## config.mk

```make
export PLATFORM = sky130hd
export DESIGN_NAME = arb8_prio_ctrl_flat
export DESIGN_NICKNAME = d
export VERILOG_FILES = /design/src/rtl/arb8_prio_ctrl_if.sv /design/src/rtl/arb8_prio_ctrl.sv /design/src/flat_wrapper.sv
export SDC_FILE = /design/constraint.sdc
export NUM_CORES = 1
export LEC_CHECK = 0
export CORE_AREA = 2 2 50 52
export CTS_BUF_LIST = sky130_fd_sc_hd__clkbuf_4 sky130_fd_sc_hd__clkbuf_8
export CTS_CLUSTER_DIAMETER = 30
export DETAILED_ROUTE_END_ITERATION = 6
export DIE_AREA = 0 0 52 54
export GPL_TIMING_DRIVEN = 0
export MAX_ROUTING_LAYER = met4
export PLACE_DENSITY_LB_ADDON = 0.2
export SLEW_MARGIN = 20
export SYNTH_ARGS = -nofsm -noshare
export SYNTH_HDL_FRONTEND = slang
export SYNTH_SLANG_ARGS = --single-unit
```

## constraint.sdc

```tcl
create_clock -name clk -period 2.3 [get_ports clk]
set_input_delay 0.345 -clock clk [delete_from_list [all_inputs] [get_ports clk]]
set_output_delay 0.345 -clock clk [all_outputs]
set_load 0.01 [all_outputs]
```

## src/rtl/arb8_prio_ctrl_if.sv

```systemverilog
// Request/grant bundle between the eight requesters and arb8_prio_ctrl.
// `release` is a reserved word, so the owner's done strobe is carried as `rel`.
interface arb8_prio_ctrl_if;
  logic [7:0] req;
  logic       rel;
  logic [7:0] gnt;
  logic [2:0] gnt_idx;
  logic       busy;
  logic       idle;
  logic       timeout;

  modport master (output req, rel, input gnt, gnt_idx, busy, idle, timeout);
  modport slave  (input req, rel, output gnt, gnt_idx, busy, idle, timeout);
endinterface

```

## src/rtl/arb8_prio_ctrl.sv

```systemverilog
// 8-requester arbiter: priority pick, hold grant until release/req-drop or MAX_HOLD timeout.
// Define ARB_ROUND_ROBIN_EN for rotating priority; default build is fixed priority (req[7] highest).
module arb8_prio_ctrl #(
  parameter int unsigned MAX_HOLD = 15,
  parameter int unsigned CW       = 4
) (
  input logic              clk,
  input logic              rst,
  arb8_prio_ctrl_if.slave  bus
);
  typedef enum logic {IDLE, GRANT} state_t;

  state_t        state;
  logic [7:0]    gnt;
  logic [2:0]    gnt_idx;
  logic          busy;
  logic          timeout;
  logic [CW-1:0] hold_cnt;
  logic [2:0]    w;
  logic          normal_exit;
  logic          forced_exit;

  assign normal_exit = !bus.req[gnt_idx] || bus.rel;
  assign forced_exit = (MAX_HOLD != 0) && (hold_cnt == CW'(MAX_HOLD));

`ifdef ARB_ROUND_ROBIN_EN
  logic [2:0] rr_ptr;
  logic [2:0] probe;
  logic       found;

  // Descending search starting just below the last owner, wrapping at 0.
  always_comb begin
    w     = '0;
    found = 1'b0;
    probe = '0;
    for (int unsigned k = 0; k < 8; k++) begin
      probe = rr_ptr - 3'd1 - 3'(k);
      if (!found && bus.req[probe]) begin
        w     = probe;
        found = 1'b1;
      end
    end
  end

  always_ff @(posedge clk or posedge rst) begin
    if (rst)
      rr_ptr <= '0;
    else if (state == GRANT && (normal_exit || forced_exit))
      rr_ptr <= gnt_idx;
  end
`else
  always_comb begin
    w = '0;
    for (int unsigned i = 0; i < 8; i++)
      if (bus.req[i]) w = 3'(i);
  end
`endif

  always_ff @(posedge clk or posedge rst) begin
    if (rst) begin
      state    <= IDLE;
      gnt      <= '0;
      gnt_idx  <= '0;
      busy     <= 1'b0;
      timeout  <= 1'b0;
      hold_cnt <= '0;
    end else begin
      timeout <= 1'b0;
      case (state)
        IDLE: begin
          if (bus.req != '0) begin
            state    <= GRANT;
            gnt      <= 8'd1 << w;
            gnt_idx  <= w;
            busy     <= 1'b1;
            hold_cnt <= CW'(1);
          end
        end
        GRANT: begin
          // A normal exit on the same edge as the limit suppresses the timeout pulse.
          if (normal_exit || forced_exit) begin
            state    <= IDLE;
            gnt      <= '0;
            gnt_idx  <= '0;
            busy     <= 1'b0;
            hold_cnt <= '0;
            timeout  <= !normal_exit;
          end else if (hold_cnt != '1) begin
            hold_cnt <= hold_cnt + 1'b1;
          end
        end
        default: state <= IDLE;
      endcase
    end
  end

  assign bus.gnt     = gnt;
  assign bus.gnt_idx = gnt_idx;
  assign bus.busy    = busy;
  assign bus.timeout = timeout;
  assign bus.idle    = (bus.req == '0);
endmodule
```

## src/flat_wrapper.sv

```systemverilog
// flat-port wrapper written by rule: the top's interface ports become plain ports
module arb8_prio_ctrl_flat 
#(
  parameter int unsigned MAX_HOLD = 15,
  parameter int unsigned CW       = 4
)
  (clk, rst, bus_req, bus_rel, bus_gnt, bus_gnt_idx, bus_busy, bus_idle, bus_timeout);
  arb8_prio_ctrl_if bus_i ();
  input logic clk;
  input logic rst;
  input wire logic [$bits(bus_i.req)-1:0] bus_req;
  input wire logic [$bits(bus_i.rel)-1:0] bus_rel;
  output wire logic [$bits(bus_i.gnt)-1:0] bus_gnt;
  output wire logic [$bits(bus_i.gnt_idx)-1:0] bus_gnt_idx;
  output wire logic [$bits(bus_i.busy)-1:0] bus_busy;
  output wire logic [$bits(bus_i.idle)-1:0] bus_idle;
  output wire logic [$bits(bus_i.timeout)-1:0] bus_timeout;
  assign bus_i.req = bus_req;
  assign bus_i.rel = bus_rel;
  assign bus_gnt = bus_i.gnt;
  assign bus_gnt_idx = bus_i.gnt_idx;
  assign bus_busy = bus_i.busy;
  assign bus_idle = bus_i.idle;
  assign bus_timeout = bus_i.timeout;
  arb8_prio_ctrl #(.MAX_HOLD(MAX_HOLD), .CW(CW)) u_core (.clk(clk), .rst(rst), .bus(bus_i));
endmodule
```

# --- After elaboration in Yosys (flattened, before gate mapping) ---
# Index checks and enable logic that the tools add are counted.
# Widths: inputs -> output; s select.
totals:
  ff_bits: 18
  wordCells: 50
  out_inout_bits: 14
op_classes:
  muxes: 27
  eq_ne: 5
  addsub: 1
  shift: 1
  n_reduce_logical: 8
  n_lt_le_gt_ge: 1
  bitwise_logic: 1
ops:
  columns: ["op", "count"]
  rows:
  - ["$mux 3", 8]
  - ["$mux 8", 2]
  - ["$pmux 8 s2", 1]
  - ["$mux 4", 3]
  - ["$logic_not 8->1", 1]
  - ["$mux 1", 8]
  - ["$pmux 4 s2", 1]
  - ["$reduce_bool 8->1", 1]
  - ["$shl 1x3->8 const A", 1]
  - ["$pmux 3 s2", 1]
  - ["$add 4x1->4 const B", 1]
  - ["$eq 4x4->1 const B", 1]
  - ["$lt 3x4->1 const B", 1]
  - ["$ne 4x4->1 const B", 1]
  - ["$pmux 1 s2", 2]
  - ["$reduce_and 2->1", 2]
  - ["$bmux 1 s3", 1]
  - ["$ne 3x3->1 const B", 1]
  - ["$logic_not 1->1", 2]
  - ["$logic_or 1x1->1", 2]
  - ["$ne 2x1->1 const B", 1]
  - ["$ne 2x2->1 const B", 1]
  - ["$not 1->1", 1]

# --- Depth between registers and ports, before layout ---
# Gate-level depths: netlist (run 1).
logic_depth:
  depth_word: 10
  ltp_mapped: 6
  mapped_depth_nobuf: 5

# --- Least setup slack after synthesis (run 1) ---
# No wires, ideal clock.
synth_timing:
  kind: "reg2reg"
  from: "register u_core.hold_cnt[0]"
  to: "register u_core.hold_cnt[3]"
  t_arrival_ps: 1552
  slack_ps: 668
  path_stages_with_launch: 7
  setup_ps: 80
  period_less_slack_ps: 1632
  path_buffers: 1
  path_cell_list: "dfrtp_1 > ha_1 > and3_1 > a311oi_4 > nand3_2 > buf_6 > o211ai_2"
synth_via:
  elab_chain_cells: 4
synth_rtl:
  columns: ["item", "line_no", "rtl"]
  rows:
  - ["start, declared", "arb8_prio_ctrl.sv:18", "logic [CW-1:0] hold_cnt;"]
  - ["start signal, assigned", "arb8_prio_ctrl.sv:89", "hold_cnt <= hold_cnt + 1'b1;"]
  - ["$add 4x1->4 or $eq 4x4->1 (tied branches)", "arb8_prio_ctrl.sv:89, arb8_prio_ctrl.sv:24", null]
  - ["$mux 4 or $logic_or 1x1->1 (tied branches)", "arb8_prio_ctrl.sv:88, arb8_prio_ctrl.sv:81", null]
  - ["$mux 4 or $ne 3x3->1 (tied branches)", null, null]
  - ["$pmux 4 s2 or $reduce_and 2->1 (tied branches)", null, null]
# Parallel ways exist; a longest one is shown, timed or not. The select of a mux whose other input is x is not followed.
# A chain may end at the register's enable or synchronous reset.

# --- Worst setup path in the final report (run 1) ---
layout_timing:
  from: "input bus_req[1]"
  to: "output bus_idle"
layout_via:
  elab_chain_cells: 1
layout_rtl:
  columns: ["item", "line_no", "rtl"]
  rows:
  - ["start, declared", "flat_wrapper.sv:11", "input wire logic [$bits(bus_i.req)-1:0] bus_req;"]
  - ["$logic_not 8->1", "arb8_prio_ctrl.sv:101", "assign bus.idle = (bus.req == '0);"]
  - ["end, declared", "flat_wrapper.sv:16", "output wire logic [$bits(bus_i.idle)-1:0] bus_idle;"]
# No other way between the ends.

==> results of run 1 <==
[how the worst max path moves through the flow]
stage                       start            endpoint  slack (ps)  cells past startpoint
6_report               bus_req[1]            bus_idle         120                      5
5_1_grt                bus_req[1]            bus_idle          30                      5
4_1_cts                bus_req[7]            bus_idle          50                      5
3_5_place_dp           bus_req[4]            bus_idle        -270                      5
3_3_place_gp           bus_req[3]            bus_idle        -230                      5
2_1_floorplan  u_core.hold_cnt[0]  u_core.hold_cnt[3]         670                      6
[power groups by stage]
stage / Sequential, mW / Clock, mW / Combinational (mW)
floorplan: 0.482 / 0 / 0.431
CTS: 0.459 / 0.211 / 0.673
finish: 0.460 / 0.207 / 0.666
global placement: 0.462 / 0 / 0.654
detailed placement: 0.466 / 0 / 0.668
global route: 0.470 / 0.224 / 0.734
[repair_timing]
item | CTS | global route
setup buffers | 1 | 0
cloned | 0 | 0
pin swaps | 1 | 1
setup endpoints to repair | 1 | 1
gates resized for setup | 7 | 3
hold buffers | 0 | 0
[kinds of logic after synthesis]
group	Yosys count	share of synthesized area [%]
AOI/OAI and AO/OA	27	21.6
buffers and inverters	18	7.86
and+or+nand+nor	50	25.0
muxes	5	4.54
adders and majority gates	1	1.11
DFF	18	39.9
[per-stage QoR]
| step | setup WS, ps | hold WS [ps] | area [µm²] |
|---|---|---|---|
| detailed placement | -266 | 499 | 1400 |
| finish | 115 | 431 | 1480 |
| global placement | -234 | 490 | 1400 |
| global route | 27.0 | 494 | 1480 |
| CTS | 48.4 | 451 | 1470 |
| floorplan | 668 | 284 | 1130 |
[layer usage]
metal	track usage, %	routed length [µm]	up-vias	part of all wire (%)
met5	-	0	-	0
met4	7.89	40	0	1.6
met3	2.50	71	5	2.8
met2	36.1	1250	18	49
met1	28.2	1200	471	47
li1	-	-	497	-
[state kept, by name (all words and copies together), names as in the netlist]
register,flops
u_core.bus.busy,1
u_core.bus.gnt,8
u_core.bus.gnt_idx,3
u_core.bus.timeout,1
u_core.hold_cnt,4
u_core.state,1
[cells in the final DEF, fill, tap and decap left out, types with 2 or more instances in the layout]
cell,netlist,final
nor2_1,9,9
o221ai_1,2,2
a22oi_1,2,2
clkdlybuf4s50_1,0,18
nand3_1,6,6
a21oi_2,2,2
a31oi_1,2,2
nand3_2,2,2
buf_6,2,2
buf_2,2,2
nor2b_1,2,2
clkbuf_4,0,3
inv_1,12,12
nand4_1,5,5
dlymetal6s2s_1,0,2
dlygate4sd2_1,0,3
dfrtp_1,18,18
nand2_1,13,12
mux2i_1,4,4
buf_4,1,2
nor4_4,0,2
o21ai_1,4,4
[layout make-up]
class	instances	area [µm²]	area share, %
buffer	6	43.8	2.97
clock buffer	4	36.3	2.46
inverter	12	45.0	3.05
multi-input combinational	83	623	42.2
sequential	18	450	30.5
tap	30	37.5	2.54
timing repair buffer	24	239	16.2
==> results.yml, run 1 <==
synthesis:
  yosysSeqAreaShare_pct: 39.9
  synth_edf_count: 0
  ys_types: 47
  ys.flop_type: "dfrtp_1"
  synthTopCellsByCount: "18 x dfrtp_1, 13 x nand2_1, 12 x inv_1"
  async_reset_ff_share_pct: 100
  yosysTopAreaCell: "dfrtp_1"
  ys_warn_count: 0
  syn_avg_cell_area_um2: 9.49
  synthesis.nets: 131
  synth_area_um2: 1130
  ys_ff_latch: 18
  synthTopCellsByArea: "dfrtp_1 40%, nand2_1 4.3%, inv_1 4.0%, mux2i_1 3.5%, nor2_1 3.0%"
  yosysMostFrequentCell: "dfrtp_1"
  syn_inst: 119
  synth_top_area_share_pct: 39.9
setup_path:
  slowest_delay_ps: 530
  worstPathCellList: "clkdlybuf4s50_1, nor4_4, nand2_2, inv_1, clkdlybuf4s50_1"
  rr_worst_depth: 6
  path_class: "in -> out"
  cp-start-kind: "input pin"
  crit_slowest_cell: "clkdlybuf4s50_1"
  r2r_end: "u_core.hold_cnt[3]"
  end_kind: "output pin"
  critPathRequiredTime_ps: 1960
  cpMostUsedCell: "clkdlybuf4s50_1"
  critical_path_arrival_ps: 1840
  rr_startpoint: "u_core.hold_cnt[0]"
  critPathMaxFanout: 4
  path_buf_inv: 3
  cpLargestDelayFamily: "buffers and inverters"
  rrSetupSlack_ps: 510
timing:
  maxSlewViolCount: 0
  clock_skew_ps: 10.3
  rsz0062_at_grt: "no"
  hold_viol_final: 0
  worstMarginPinSlew_ps: 707
  fin_crit_ps: 2180
  slew_headroom_pct: 52.8
  clock.fmax_ghz: 0.458
  period_share_pct: 95.0
  finalSetupTns_ps: 0
  setup_viol: 0
power:
  irDropWorstVdd_v: 0.000751
  seq_power_share_pct: 34.5
  powerDensity_nw_per_um2: 904
  p_leak_nw: 0.645
  switching_share_pct: 41.0
  p_clk_share_pct: 15.5
  power_frac_comb_pct: 49.9
  power_switching_mw: 0.546
  intPower_mw: 0.787
  total_power_mw: 1.33
routing:
  avgRoutedWirePerCell_um: 14.4
  drt_pass1_iterations: 4
  wirelength_um: 2560
  drt-initial-drc-count: 18
  routed_via_density: 5.60
  vias: 991
  postRouteAntennaNets: 0
  drcViolationCount: 0
cells_and_area:
  final_util_pct: 63.6
  syn2layout_area_growth_pct: 30.6
  num_antenna_cells: 0
  drive_gt1_share_pct: 18.4
  nets: 160
  num-fill-cells: 208
  fin_cells: 177
placed_design:
  gp_congestion: 0.821
  dp_hpwl_um: 1850
  port_buffers: 23
  dp_cells: 172
cts:
  root_buffer: "clkbuf_4"
  clkSlewWorstSetupHoldPaths_ps: 120
  numCtsBuffers: 3
  clock-sinks: 18
  cts_tree: "yes"
  clockBufferDepth: 2
  htreeDepth: 1
  clk_latency_ps: 310
job:
  max_cap_viol_count: 0
grt:
  antenna_found_initial: 0
  grt_pass1_wl_um: 4370
  grt_overflow_total: 0
  grt_use_total_pct: 22.0
  grt_max_degree: 19
  grt_pass1_vias: 927
floorplanning:
  die-width_um: 52
  ioPinCount: 25
  start_util_pct: 48.7
  core_area_um2: 2320
  dieArea_um2: 2810
  std_cell_rows: 18
  die_h_um: 54
run_status:
  status: "finished clean"
worst_hold_path:
  hold_path_class: "in -> async"
(Power assumes the default switching activity.)
==> run 2: changes to the inputs <==
--- a/config.mk
+++ b/config.mk
@@ -5,11 +5,12 @@
 export SDC_FILE = /design/constraint.sdc
 export NUM_CORES = 1
 export LEC_CHECK = 0
-export CORE_AREA = 2 2 50 52
+export CORE_AREA = 2 2 57 46
 export CTS_BUF_LIST = sky130_fd_sc_hd__clkbuf_4 sky130_fd_sc_hd__clkbuf_8
 export CTS_CLUSTER_DIAMETER = 30
 export DETAILED_ROUTE_END_ITERATION = 6
-export DIE_AREA = 0 0 52 54
+export DIE_AREA = 0 0 59 48
+export GPL_ROUTABILITY_DRIVEN = 0
 export GPL_TIMING_DRIVEN = 0
 export MAX_ROUTING_LAYER = met4
 export PLACE_DENSITY_LB_ADDON = 0.2
==> run 2 against run 1 <==
Critical path depth did not move. Total power grew 0.35%. Worst setup slack gained 280 ps. Utilization up 3.2 points. Clock skew down 8.1 ps. Count of clock-buffer cells in the layout is the same. Sequential share of layout area down 0.10 points. Critical path type unchanged. Largest cell class unchanged.
==> results.yml, run 2 (synthesis gave the netlist of run 1 again) <==
timing:
  clock_skew_ps: 2.15
  finalWorstSetupSlack_ps: 400
  slew_headroom_pct: 54.5
  rsz0062_at_grt: "no"
  period_share_pct: 82.6
  worstMarginPinSlew_ps: 681
  finalSetupTns_ps: 0
  hold_viol_final: 0
  setup_viol: 0
  clock.fmax_ghz: 0.526
  holdWs_ps: 433
  fin_crit_ps: 1900
  maxSlewViolCount: 0
floorplanning:
  std_cell_rows: 15
  start_util_pct: 51.0
  die_h_um: 48
  die-width_um: 59
  ioPinCount: 25
  core_area_um2: 2210
  dieArea_um2: 2830
power:
  irDropWorstVdd_v: 0.000630
  p_leak_nw: 0.667
  powerDensity_nw_per_um2: 904
  switching_share_pct: 41.1
  intPower_mw: 0.787
  seq_power_share_pct: 34.4
  p_clk_share_pct: 14.8
  power_switching_mw: 0.550
  power_frac_comb_pct: 50.8
grt:
  grt_max_degree: 19
  grt_pass1_vias: 916
  grt_pass1_wl_um: 4440
  grt_overflow_total: 0
  antenna_found_initial: 0
  grt_use_total_pct: 22.2
routing:
  wirelength_um: 2640
  drt_pass1_iterations: 4
  routed_via_density: 5.71
  drcViolationCount: 0
  postRouteAntennaNets: 0
  vias: 1000
  drt-initial-drc-count: 47
  avgRoutedWirePerCell_um: 15.1
cells_and_area:
  num_antenna_cells: 0
  syn2layout_area_growth_pct: 31.0
  final_cell_mix: "18 x clkdlybuf4s50_1, 18 x dfrtp_1, 13 x nand2_1"
  top_regs: "u_core.bus.gnt x8, u_core.hold_cnt x4, u_core.bus.gnt_idx x3"
  largest_reg_flops: 8
  nets: 163
  num-fill-cells: 199
  largest_register: "u_core.bus.gnt"
  drive_gt1_share_pct: 19.3
cts:
  clk_latency_ps: 300
  clkSlewWorstSetupHoldPaths_ps: 100
  htreeDepth: 1
  clockBufferDepth: 2
  root_buffer: "clkbuf_4"
  clock-sinks: 18
  numCtsBuffers: 3
  ctsHoldBuffers: 0
  cts_tree: "yes"
setup_path:
  critical_path_arrival_ps: 1560
  critPathRequiredTime_ps: 1960
  crit_start: "bus_req[1]"
  critPathMaxFanout: 4
  rr_startpoint: "u_core.hold_cnt[0]"
  rr_worst_depth: 6
  cpLargestDelayFamily: "buffers and inverters"
  path_buf_inv: 3
  cp-start-kind: "input pin"
  crit_slowest_cell: "clkdlybuf4s50_1"
  r2r_end: "u_core.bus.gnt_idx[2]"
  cp.depth: 5
  rrSetupSlack_ps: 470
  end_kind: "output pin"
  worstPathCellList: "clkdlybuf4s50_1, nor4_4, nand2_1, inv_1, dlymetal6s2s_1"
  slowest_delay_ps: 480
  path_class: "in -> out"
job:
  max_cap_viol_count: 0
placed_design:
  dp_hpwl_um: 1830
  port_buffers: 23
  dp_slack_ps: -227
run_status:
  status: "finished clean"
worst_hold_path:
  hold_path_class: "in -> async"
-- run 2: cell count changes in the layout (fill, tap and decap cells not counted) --
cell     before  now
nor4_4        2    1
nor4_2        0    1
nand2_2       1    0
nand2_1      12   13
buf_4         2    5
-- run 2: timing repair --
action,CTS,global route
setup endpoints to repair,1,1
pin swaps,2,2
setup buffers,2,2
gates resized for setup,6,2
-- run 2: how the worst max path moves through the flow --
stage / to / slack, ps
after floorplan: u_core.hold_cnt[3] / 670
after CTS: bus_idle / 60
final: bus_idle / 400
after detailed placement: bus_idle / -230
after global routing: bus_idle / 340
after global placement: bus_idle / -220
-- run 2: layout make-up --
cell class                 count  area (µm²)  area share (%)
buffer                         6        43.8            2.96
clock buffer                   4        36.3            2.45
inverter                      12        45.0            3.04
multi-input combinational     83         612            41.3
sequential                    18         450            30.4
tap                           25        31.3            2.11
timing repair buffer          27         262            17.7
-- run 2: power groups by stage --
| stage | Clock [mW] | Sequential (mW) | Combinational [mW] |
|---|---|---|---|
| 2_1_floorplan | 0 | 0.482 | 0.431 |
| 3_3_place_gp | 0 | 0.462 | 0.655 |
| 3_5_place_dp | 0 | 0.469 | 0.663 |
| 4_1_cts | 0.206 | 0.462 | 0.674 |
| 5_1_grt | 0.218 | 0.476 | 0.743 |
| 6_report | 0.198 | 0.460 | 0.679 |
-- run 2: layer usage --
metal	vias to the layer above	global-route usage, %	part of all wire, %
met5	-	-	0
met2	23	33.1	46
met4	0	8.64	2.2
met1	469	28.9	47
met3	6	6.22	4.2
li1	502	-	-
-- run 2: stage by stage --
stage          power [mW]  cells  instance area [µm²]  utilization (%)
3_5_place_dp         1.13    167                 1390             62.8
4_1_cts              1.34    173                 1460             65.9
5_1_grt              1.44    175                 1480             66.8
6_report             1.34    175                 1480             66.8
3_3_place_gp         1.12    167                 1390             62.8
2_1_floorplan       0.913    119                 1130                -
-- run 2: worst register-to-register path: cells and delay by family, from the launching register on --
family | cells | cell delay (ps)
adder cells (fa/ha/maj) | 1 | 230
flip-flops | 1 | 410
AND/OR/NAND/NOR | 2 | 390
AO/OA/AOI/OAI | 2 | 530
buffers and inverters | 1 | 190
==> run 3: changes to the inputs <==
--- a/config.mk
+++ b/config.mk
@@ -5,11 +5,11 @@
 export SDC_FILE = /design/constraint.sdc
 export NUM_CORES = 1
 export LEC_CHECK = 0
-export CORE_AREA = 2 2 57 46
+export CORE_AREA = 2 2 60 48
 export CTS_BUF_LIST = sky130_fd_sc_hd__clkbuf_4 sky130_fd_sc_hd__clkbuf_8
 export CTS_CLUSTER_DIAMETER = 30
 export DETAILED_ROUTE_END_ITERATION = 6
-export DIE_AREA = 0 0 59 48
+export DIE_AREA = 0 0 62 50
 export GPL_ROUTABILITY_DRIVEN = 0
 export GPL_TIMING_DRIVEN = 0
 export MAX_ROUTING_LAYER = met4
==> constraint.sdc (replaced) <==
create_clock -name clk -period 1.69 [get_ports clk]
set_input_delay 0.2535 -clock clk [delete_from_list [all_inputs] [get_ports clk]]
set_output_delay 0.2535 -clock clk [all_outputs]
set_load 0.01 [all_outputs]
==> run 3 against run 2 <==
Count of clock-buffer cells in the layout is the same. Critical endpoint unchanged. Cell area grew 6.2%. Largest power group unchanged. Critical path depth is the same. Highest routed layer unchanged.
==> results.yml, run 3 (synthesis gave the netlist of run 1 again) <==
power:
  irDropWorstVdd_v: 0.000974
  total_power_mw: 1.96
  powerDensity_nw_per_um2: 1240
  p_leak_nw: 0.686
cells_and_area:
  num_antenna_cells: 0
  num-fill-cells: 218
  largest_register: "u_core.bus.gnt"
  top_regs: "u_core.bus.gnt x8, u_core.hold_cnt x4, u_core.bus.gnt_idx x3"
  syn2layout_area_growth_pct: 39.1
  layout_commonest_cell: "dfrtp_1"
  largest_reg_flops: 8
  final_cell_mix: "17 x dfrtp_1, 15 x clkdlybuf4s50_1, 13 x nand2_1"
  drive_gt1_share_pct: 26.5
  nets: 164
timing:
  rsz0062_at_grt: "yes"
  hold_viol_final: 0
  clock.fmax_ghz: 0.601
  finalSetupTns_ps: 0
  slew_headroom_pct: 54.9
  worstMarginPinSlew_ps: 676
  fin_crit_ps: 1660
  setup_viol: 0
  period_share_pct: 98.5
  maxSlewViolCount: 0
  clock_skew_ps: 2.42
setup_path:
  rrSetupSlack_ps: 30
  critPathMaxFanout: 7
  critical_path_arrival_ps: 1410
  end_kind: "output pin"
  crit_start: "bus_req[7]"
  cp-start-kind: "input pin"
  r2r_end: "u_core.hold_cnt[0]"
  slowest_delay_ps: 370
  critPathRequiredTime_ps: 1440
  worstPathCellList: "dlygate4sd2_1, nor4_2, nand2_1, inv_1, clkdlybuf4s15_1"
  rr_startpoint: "u_core.hold_cnt[0]"
  rr_worst_depth: 6
  path_class: "in -> out"
  crit_slowest_cell: "nor4_2"
  cpLargestDelayFamily: "buffers and inverters"
  path_buf_inv: 3
routing:
  wirelength_um: 2710
  avgRoutedWirePerCell_um: 14.5
  postRouteAntennaNets: 0
  drcViolationCount: 0
  drt_pass1_iterations: 4
  drt-initial-drc-count: 40
  routed_via_density: 5.48
  vias: 1024
grt:
  grt_use_total_pct: 19.0
  grt_max_degree: 19
  grt_overflow_total: 0
  grt_pass1_vias: 961
  grt_pass1_wl_um: 4350
  antenna_found_initial: 0
placed_design:
  port_buffers: 23
  dp_hpwl_um: 1910
floorplanning:
  ioPinCount: 25
  start_util_pct: 45.2
  dieArea_um2: 3100
  die-width_um: 62
  die_h_um: 50
  core_area_um2: 2500
  std_cell_rows: 16
cts:
  clockBufferDepth: 2
  clock-sinks: 18
  clk_latency_ps: 290
  cts_tree: "yes"
  root_buffer: "clkbuf_4"
  numCtsBuffers: 3
  htreeDepth: 1
  clkSlewWorstSetupHoldPaths_ps: 100
worst_hold_path:
  hold_path_class: "in -> async"
run_status:
  status: "finished clean"
job:
  max_cap_viol_count: 0
run 3: changes by cell type in the layout (fill, tap and decap cells not counted), sizes merged:
cell / before / now
clkdlybuf4s50: 18 / 15
dlygate4sd2: 3 / 6
buf: 9 / 10
dlymetal6s2s: 2 / 1
clkdlybuf4s15: 0 / 1
run 3: what timing repair did:
action	CTS	global route
cloned	0	1
setup buffers	3	2
resized for setup	13	12
hold buffers	0	0
pin swaps	5	7
endpoints found under the hold margin	0	0
setup endpoints to repair	17	13
run 3: layout make-up:
cell class / count / area (µm²) / area share (%)
Multi-Input combinational cell: 83 / 658 / 41.9
Inverter: 12 / 45.0 / 2.87
Tap cell: 36 / 45.0 / 2.87
Buffer: 5 / 43.8 / 2.79
Clock buffer: 4 / 36.3 / 2.31
Sequential cell: 18 / 452 / 28.7
Timing Repair Buffer: 29 / 292 / 18.6
run 3: per-stage QoR:
step	hold WS, ps	utilization [%]	std cells	setup slack [ps]	instance area (µm²)
detailed placement	506	56.2	178	-621	1410
floorplan	192	-	119	58.2	1130
global route	370	62.8	187	-27.6	1570
finish	347	62.8	187	25.4	1570
global placement	494	56.2	178	-660	1410
CTS	355	59.3	184	0.866	1480
run 3: report_power, final:
part	total [mW]	switching (mW)	internal [mW]	leakage, nW
Combinational	1.04	0.548	0.487	0.429
Sequential	0.658	0.117	0.541	0.236
Clock	0.263	0.132	0.131	0.0210
run 3: worst max path at each step:
stage / endpoint / cells after the start
after global routing: bus_idle / 5
after detailed placement: bus_idle / 5
after floorplan: u_core.hold_cnt[3] / 6
final: bus_idle / 5
after global placement: bus_idle / 5
after CTS: u_core.bus.gnt_idx[1] / 6
run 3: routing by layer:
layer | global-route usage, % | routed length (µm) | vias to the layer above
li1 | - | - | 502
met5 | - | 0 | -
met4 | 2.13 | 8 | 0
met1 | 27.7 | 1230 | 490
met3 | 4.72 | 140 | 2
met2 | 27.6 | 1330 | 30
